## config.mk

```make
export PLATFORM = sky130hd
export DESIGN_NAME = uart_tx_arbiter_flat
export DESIGN_NICKNAME = d
export VERILOG_FILES = /design/src/rtl/uart_pkg.sv /design/src/rtl/uart_tx_arbiter_if.sv /design/src/rtl/rr_arbiter.sv /design/src/rtl/uart_tx_arbiter.sv /design/src/flat_wrapper.sv
export SDC_FILE = /design/constraint.sdc
export NUM_CORES = 1
export LEC_CHECK = 0
export CAP_MARGIN = 15
export CORE_AREA = 2 2 69 104
export DETAILED_ROUTE_END_ITERATION = 12
export DIE_AREA = 0 0 71 106
export PLACE_DENSITY = 0.69
export SLEW_MARGIN = 30
export SYNTH_ARGS = -nofsm -noshare
export SYNTH_HDL_FRONTEND = slang
export SYNTH_HIERARCHICAL = 1
export SYNTH_SLANG_ARGS = --single-unit
export TNS_END_PERCENT = 20
```

## constraint.sdc

```tcl
create_clock -name clk -period 4.27 [get_ports clk]
set_input_delay 0.854 -clock clk [delete_from_list [all_inputs] [get_ports clk]]
set_output_delay 0.854 -clock clk [all_outputs]
set_load 0.005 [all_outputs]
```

## src/rtl/uart_pkg.sv

```systemverilog
// Shared UART definitions: the arbiter FSM state encoding and the byte width
// shared with the transmitter.
package uart_pkg;

    localparam int UART_DATA_W = 8;

    typedef enum logic [3:0] {
        IDLE      = 4'b0001,
        LAUNCH    = 4'b0010,
        WAIT_DONE = 4'b0100,
        GAP       = 4'b1000
    } state_t;

endpackage

```

## src/rtl/uart_tx_arbiter_if.sv

```systemverilog
// Requester fabric and transmitter signals shared by the arbiter.
// The master side drives requests and transmitter status; the slave side is the arbiter.
interface uart_tx_arbiter_if
    import uart_pkg::*;
#(
    parameter int NUM_REQ = 4,
    parameter int DATA_W  = UART_DATA_W
);

    logic [NUM_REQ-1:0]        req_valid;
    logic [NUM_REQ*DATA_W-1:0] req_data;
    logic [NUM_REQ-1:0]        req_ready;
    logic [DATA_W-1:0]         UART_TxREG;
    logic                      UART_STA_TX;
    logic                      tx_busy;
    logic                      tx_done;

    modport master (
        output req_valid, req_data, tx_busy, tx_done,
        input  req_ready, UART_TxREG, UART_STA_TX
    );

    modport slave (
        input  req_valid, req_data, tx_busy, tx_done,
        output req_ready, UART_TxREG, UART_STA_TX
    );

endinterface

```

## src/rtl/rr_arbiter.sv

```systemverilog
// Combinational round-robin priority rotate: the first set request at or above
// ptr, with wrap-around, wins. Returns the winner as a one-hot vector and as an index.
module rr_arbiter #(
    parameter  int N     = 4,
    localparam int IDX_W = $clog2(N)
) (
    input  logic [N-1:0]     req,
    input  logic [IDX_W-1:0] ptr,
    output logic [N-1:0]     grant,
    output logic [IDX_W-1:0] grant_idx,
    output logic             any_req
);

    logic [IDX_W-1:0] cand [N];
    logic             found;

    // cand[k] is the requester examined k steps after the pointer.
    for (genvar k = 0; k < N; k++) begin : g_cand
        assign cand[k] = IDX_W'((int'(ptr) + k) % N);
    end

    always_comb begin
        grant     = '0;
        grant_idx = '0;
        found     = 1'b0;
        for (int k = 0; k < N; k++) begin
            if (!found && req[cand[k]]) begin
                found           = 1'b1;
                grant[cand[k]]  = 1'b1;
                grant_idx       = cand[k];
            end
        end
    end

    assign any_req = |req;

endmodule

```

## src/rtl/uart_tx_arbiter.sv

```systemverilog
// Round-robin arbiter and sequencer that shares one UART transmitter among
// NUM_REQ byte producers, with inter-frame gap and completion watchdog.
module uart_tx_arbiter
    import uart_pkg::*;
#(
    parameter int NUM_REQ        = 4,
    parameter int DATA_W         = UART_DATA_W,
    parameter int GAP_CYCLES     = 16,
    parameter int TIMEOUT_CYCLES = 65535
) (
    input  logic                       clk,
    input  logic                       rst_n,
    uart_tx_arbiter_if.slave           bus,
    output logic [$clog2(NUM_REQ)-1:0] grant_id,
    output logic                       busy,
    output logic                       err_timeout
);

    localparam int IDX_W  = $clog2(NUM_REQ);
    localparam int WDOG_W = $clog2(TIMEOUT_CYCLES + 1);
    localparam int GAP_W  = (GAP_CYCLES > 0) ? $clog2(GAP_CYCLES + 1) : 1;

    state_t             state_q, state_d;
    logic [IDX_W-1:0]   ptr_q, ptr_d;
    logic [IDX_W-1:0]   grant_id_q, grant_id_d;
    logic [DATA_W-1:0]  data_q, data_d;
    logic [NUM_REQ-1:0] ready_q, ready_d;
    logic               sta_q, sta_d;
    logic               err_q, err_d;
    logic [WDOG_W-1:0]  wdog_q, wdog_d;
    logic [GAP_W-1:0]   gap_q, gap_d;

    logic [NUM_REQ-1:0] arb_grant;
    logic [IDX_W-1:0]   arb_idx;
    logic               any_req;
    logic               wdog_hit;
    logic [DATA_W-1:0]  req_bytes [NUM_REQ];

    for (genvar i = 0; i < NUM_REQ; i++) begin : g_bytes
        assign req_bytes[i] = bus.req_data[i*DATA_W +: DATA_W];
    end

    rr_arbiter #(.N(NUM_REQ)) u_rr (
        .req       (bus.req_valid),
        .ptr       (ptr_q),
        .grant     (arb_grant),
        .grant_idx (arb_idx),
        .any_req   (any_req)
    );

    assign wdog_hit = (wdog_q == WDOG_W'(TIMEOUT_CYCLES - 1));

    always_comb begin
        state_d    = state_q;
        ptr_d      = ptr_q;
        grant_id_d = grant_id_q;
        data_d     = data_q;
        ready_d    = '0;
        sta_d      = sta_q;
        err_d      = 1'b0;
        wdog_d     = wdog_q;
        gap_d      = gap_q;

        unique case (state_q)
            IDLE: begin
                if (any_req) begin
                    grant_id_d = arb_idx;
                    data_d     = req_bytes[arb_idx];
                    ready_d    = arb_grant;
                    sta_d      = 1'b1;
                    wdog_d     = '0;
                    ptr_d      = (arb_idx == IDX_W'(NUM_REQ - 1)) ? '0 : arb_idx + IDX_W'(1);
                    state_d    = LAUNCH;
                end
            end
            LAUNCH: begin
                // A same-edge busy+done is a frame that started and finished at once.
                if (bus.tx_busy) begin
                    sta_d  = 1'b0;
                    wdog_d = '0;
                    if (!bus.tx_done) begin
                        state_d = WAIT_DONE;
                    end else if (GAP_CYCLES == 0) begin
                        state_d = IDLE;
                    end else begin
                        state_d = GAP;
                        gap_d   = GAP_W'(GAP_CYCLES);
                    end
                end else if (wdog_hit) begin
                    sta_d   = 1'b0;
                    err_d   = 1'b1;
                    state_d = IDLE;
                end else begin
                    wdog_d = wdog_q + WDOG_W'(1);
                end
            end
            WAIT_DONE: begin
                if (bus.tx_done) begin
                    if (GAP_CYCLES == 0) begin
                        state_d = IDLE;
                    end else begin
                        state_d = GAP;
                        gap_d   = GAP_W'(GAP_CYCLES);
                    end
                end else if (wdog_hit) begin
                    sta_d   = 1'b0;
                    err_d   = 1'b1;
                    state_d = IDLE;
                end else begin
                    wdog_d = wdog_q + WDOG_W'(1);
                end
            end
            GAP: begin
                if (gap_q <= GAP_W'(1)) begin
                    state_d = IDLE;
                end else begin
                    gap_d = gap_q - GAP_W'(1);
                end
            end
            default: state_d = IDLE;
        endcase
    end

    always_ff @(posedge clk or negedge rst_n) begin
        if (!rst_n) begin
            state_q    <= IDLE;
            ptr_q      <= '0;
            grant_id_q <= '0;
            data_q     <= '0;
            ready_q    <= '0;
            sta_q      <= 1'b0;
            err_q      <= 1'b0;
            wdog_q     <= '0;
            gap_q      <= '0;
        end else begin
            state_q    <= state_d;
            ptr_q      <= ptr_d;
            grant_id_q <= grant_id_d;
            data_q     <= data_d;
            ready_q    <= ready_d;
            sta_q      <= sta_d;
            err_q      <= err_d;
            wdog_q     <= wdog_d;
            gap_q      <= gap_d;
        end
    end

    assign bus.req_ready   = ready_q;
    assign bus.UART_TxREG  = data_q;
    assign bus.UART_STA_TX = sta_q;
    assign grant_id        = grant_id_q;
    assign err_timeout     = err_q;
    assign busy            = (state_q != IDLE);

endmodule
```

## src/flat_wrapper.sv

```systemverilog
// flat-port wrapper written by rule: the top's interface ports become plain ports
module uart_tx_arbiter_flat import uart_pkg::*;
#(
    parameter int NUM_REQ        = 4,
    parameter int DATA_W         = UART_DATA_W,
    parameter int GAP_CYCLES     = 16,
    parameter int TIMEOUT_CYCLES = 65535
)
  (clk, rst_n, grant_id, busy, err_timeout, bus_req_valid, bus_req_data, bus_tx_busy, bus_tx_done, bus_req_ready, bus_UART_TxREG, bus_UART_STA_TX);
  uart_tx_arbiter_if #(.NUM_REQ(NUM_REQ), .DATA_W(DATA_W)) bus_i ();
  input  logic clk;
  input  logic rst_n;
  output logic [$clog2(NUM_REQ)-1:0] grant_id;
  output logic busy;
  output logic err_timeout;
  input wire logic [$bits(bus_i.req_valid)-1:0] bus_req_valid;
  input wire logic [$bits(bus_i.req_data)-1:0] bus_req_data;
  input wire logic [$bits(bus_i.tx_busy)-1:0] bus_tx_busy;
  input wire logic [$bits(bus_i.tx_done)-1:0] bus_tx_done;
  output wire logic [$bits(bus_i.req_ready)-1:0] bus_req_ready;
  output wire logic [$bits(bus_i.UART_TxREG)-1:0] bus_UART_TxREG;
  output wire logic [$bits(bus_i.UART_STA_TX)-1:0] bus_UART_STA_TX;
  assign bus_i.req_valid = bus_req_valid;
  assign bus_i.req_data = bus_req_data;
  assign bus_i.tx_busy = bus_tx_busy;
  assign bus_i.tx_done = bus_tx_done;
  assign bus_req_ready = bus_i.req_ready;
  assign bus_UART_TxREG = bus_i.UART_TxREG;
  assign bus_UART_STA_TX = bus_i.UART_STA_TX;
  uart_tx_arbiter #(.NUM_REQ(NUM_REQ), .DATA_W(DATA_W), .GAP_CYCLES(GAP_CYCLES), .TIMEOUT_CYCLES(TIMEOUT_CYCLES)) u_core (.clk(clk), .rst_n(rst_n), .bus(bus_i), .grant_id(grant_id), .busy(busy), .err_timeout(err_timeout));
endmodule
```

==> run_results.csv <==
group,metric,value,unit
clock_network,path_clk_slew,0.07,ns
route,routed_wl,6.85,mm
route,drt_pass1_iterations,4,
yosys,ys_seq_elements,43,
critical_path,required,4.44,ns
sta,fin_worst_skew,0.00859,ns
placement,hpwlAfterDp,5.30,mm
yosys,synth.avg_cell_area,10.5,um2
clock_network,numCtsBuffers,5,
die,die_h,106,um
sta,fin_setup_tns,0,ns
clock_network,postCtsHoldBufs,0,
yosys,syn_inst,278,
critical_path,crit_type,"input port to register",
power,ir_worst_vdd,0.416,mV
die,design.die.area,0.00753,mm2
route,num_vias,2353,
grt,grtUsageTotal,19.3,%
sta,final_max_slew_viol_count,0,
power,p_leak,1.44,nW
yosys,synth-edff-count,0,
critical_path,cp.arrival,3.60,ns
sta,holdWs,0.496,ns
route,routed_via_density,5.71,
die,fp.dieW,71,um
sta,fin_crit_sh,80.4,%
clock_network,htree_levels,2,
grt,overflow,0,
route,drc,0,
die,initial_core_util,43.3,%
sta,fmax,0.291,GHz
route,drt_iter0_drc,107,
sta,max_slew_margin,47.7,%
clock_network,clk_path_buf_depth,2,
grt,grt_max_degree,44,
finish,syn2layout_area_growth,24.8,%
clock_network,cts_tree,"yes",
die,ios,57,
clock_network,cts.sinks,43,
clock_network,cts_setup_buffers,0,
yosys,synthesis.area,0.00291,mm2
min_path,hp-class,"register to register",
yosys,dominantRegCellSynth,"dfrtp_1",
critical_path,worst-path-max-fanout,12,
route,wl_per_cell,16.6,um
yosys,synth_nets,328,
yosys,async_reset_ff_share,100,%
route,antenna_left,0,
die,core.rowCount,37,
finish,n_antenna_cell,0,
sta,rsz0062_at_grt,"false",
finish,nets,383,
clock_network,clk_latency,0.29,ns
finish,layout-drive-gt1-share,13.5,%
sta,worstMarginPinSlew,0.782,ns
critical_path,cp-start-kind,"input port",
clock_network,cts_root_buffer,"clkbuf_8",
yosys,ys.warnings.count,6,
placement,port-buffer-count,56,
sta,hold_viol,0,
yosys,seq_area_frac_synth,37.1,%
critical_path,rrSetupSlack,0.96,ns
yosys,synth_cell_types,58,
die,coreArea,0.00671,mm2
outcome,status,"completed",
sta,setup_viol,0,
grt,grt_pass1_wl,11.6,mm
grt,grt_pass1_vias,2416,
clock_network,ctsResizeCount,0,
placement,routabilityCongestion,0.834,
critical_path,end_kind,"register",
sta,post-route-min-period,3.43,ns
grt,antenna_found_initial,0,
flow_run,cap_viol_max_count,0,
power,powerDensity,640,mW/mm2
path summary, 6_finish.rpt:
kind | startpoint | end | depth (start not counted)
setup / recovery | bus_req_valid[3] | u_core/bus.UART_TxREG[4] | 6
hold / removal | u_core/bus.UART_TxREG[4] | u_core/bus.UART_TxREG[4] | 1
setup reg to reg | u_core/ptr_q[1] | u_core/bus.UART_TxREG[4] | 9
hold reg to reg | u_core/bus.UART_TxREG[4] | u_core/bus.UART_TxREG[4] | 1
max in group asynchronous | rst_n | u_core/grant_id[1] | 1
min in group asynchronous | rst_n | u_core/wdog_q[4] | 1
power by group:
group	internal [mW]	switching (mW)	total [mW]	leakage [nW]
Sequential	0.540	0.130	0.670	0.555
Clock	0.131	0.134	0.265	0.0482
Combinational	0.732	0.656	1.39	0.837
flip-flops by register name, indices dropped and copies added, names as in the netlist:
register / flops
u_core/err_timeout: 1
u_core/wdog_q: 16
u_core/grant_id: 2
u_core/gap_q: 5
u_core/bus.UART_TxREG: 8
u_core/bus.req_ready: 4
u_core/ptr_q: 2
u_core/bus.UART_STA_TX: 1
u_core/state_q: 4
cell usage in the layout (no fill, tap or decap), types with 4 or more instances in the layout:
| cell type | Yosys | layout |
|---|---|---|
| nor4_1 | 6 | 6 |
| ha_1 | 10 | 10 |
| o31ai_1 | 6 | 5 |
| or4_1 | 5 | 5 |
| o211ai_1 | 6 | 6 |
| mux2i_1 | 8 | 8 |
| buf_4 | 1 | 6 |
| nor2b_1 | 7 | 7 |
| nand2_1 | 19 | 19 |
| clkdlybuf4s50_1 | 0 | 55 |
| mux2_2 | 9 | 9 |
| dfrtp_1 | 42 | 42 |
| inv_1 | 19 | 19 |
| clkbuf_8 | 0 | 6 |
| nand3_1 | 6 | 6 |
| a21oi_1 | 10 | 10 |
| o21ai_0 | 13 | 13 |
| a22oi_1 | 8 | 8 |
| mux4_2 | 12 | 12 |
| nand2b_1 | 6 | 6 |
| or3_1 | 4 | 4 |
| nor2_1 | 13 | 13 |
layer usage:
layer	up-vias	GRT usage, %	share of wire [%]
li1	1160	-	-
met1	1145	22.7	40
met2	35	35.8	56
met3	13	2.37	1.7
met4	0	6.33	2.3
met5	-	0	0
final cells by class:
class                   count  area [um2]
multi-input cells         203        1700
clock inverters             1        5.00
inverters                  19        71.3
well taps                  78        97.6
repair buffers             61         596
clock buffers               7        86.3
flip-flops and latches     43        1080
fillers                   588        3080
cell usage after synthesis (2+ instances only):
library cell | count | area (um2)
buf_2 | 6 | 30.0
inv_1 | 19 | 71.3
nor4b_4 | 2 | 47.6
or3_1 | 4 | 25.0
nor2b_1 | 7 | 43.8
and2_1 | 2 | 12.5
o2111ai_1 | 2 | 17.5
o31ai_1 | 6 | 45.0
a22oi_1 | 8 | 60.1
and4_1 | 2 | 17.5
a21oi_1 | 10 | 50.1
nor2_1 | 13 | 48.8
nor3b_1 | 2 | 15.0
o21ai_1 | 3 | 15.0
o311ai_4 | 2 | 52.6
and3_1 | 2 | 12.5
mux2_2 | 9 | 101
o211ai_1 | 6 | 45.0
mux2i_1 | 8 | 80.1
nor3_1 | 3 | 15.0
xor2_1 | 2 | 17.5
o21ai_0 | 13 | 65.1
mux4_2 | 12 | 270
and3b_1 | 3 | 26.3
o21a_1 | 3 | 22.5
mux2_1 | 2 | 22.5
ha_1 | 10 | 125
dfrtp_1 | 42 | 1050
clkbuf_1 | 4 | 15.0
nand3b_1 | 2 | 15.0
nand2b_1 | 6 | 37.5
nand2_1 | 19 | 71.3
nor4_1 | 6 | 37.5
or4_1 | 5 | 37.5
nand4_1 | 3 | 18.8
nand3_1 | 6 | 30.0
a211oi_1 | 3 | 22.5
per-stage QoR:
stage / util [%] / instance area (um2) / power, mW / instances / setup slack (ns)
finish: 54.1 / 3630 / 2.32 / 412 / 0.838
global route: 54.1 / 3630 / 2.52 / 412 / 0.702
CTS: 54.1 / 3630 / 2.35 / 412 / 0.849
detailed placement: 52.7 / 3540 / 2.07 / 404 / 0.543
global placement: 52.7 / 3530 / 2.03 / 404 / 0.646
floorplan: - / 2910 / 1.65 / 278 / 0.860
critical path, stage by stage:
cell             delay, ns
clkdlybuf4s50_1       0.50
mux4_2                0.65
nor4b_4               0.46
a22o_1                0.48
mux4_2                0.36
mux2_1                0.29
logic make-up after synthesis:
| logic type | Yosys count | synth area share (%) |
|---|---|---|
| AND/OR/NAND/NOR | 91 | 19.4 |
| AO/OA/AOI/OAI | 69 | 17.5 |
| flip-flops | 43 | 37.1 |
| buffers and inverters | 32 | 4.78 |
| multiplexers | 31 | 16.3 |
| adder cells (fa/ha/maj) | 10 | 4.30 |
| XOR/XNOR | 2 | 0.603 |
(Power assumes the default switching activity.)
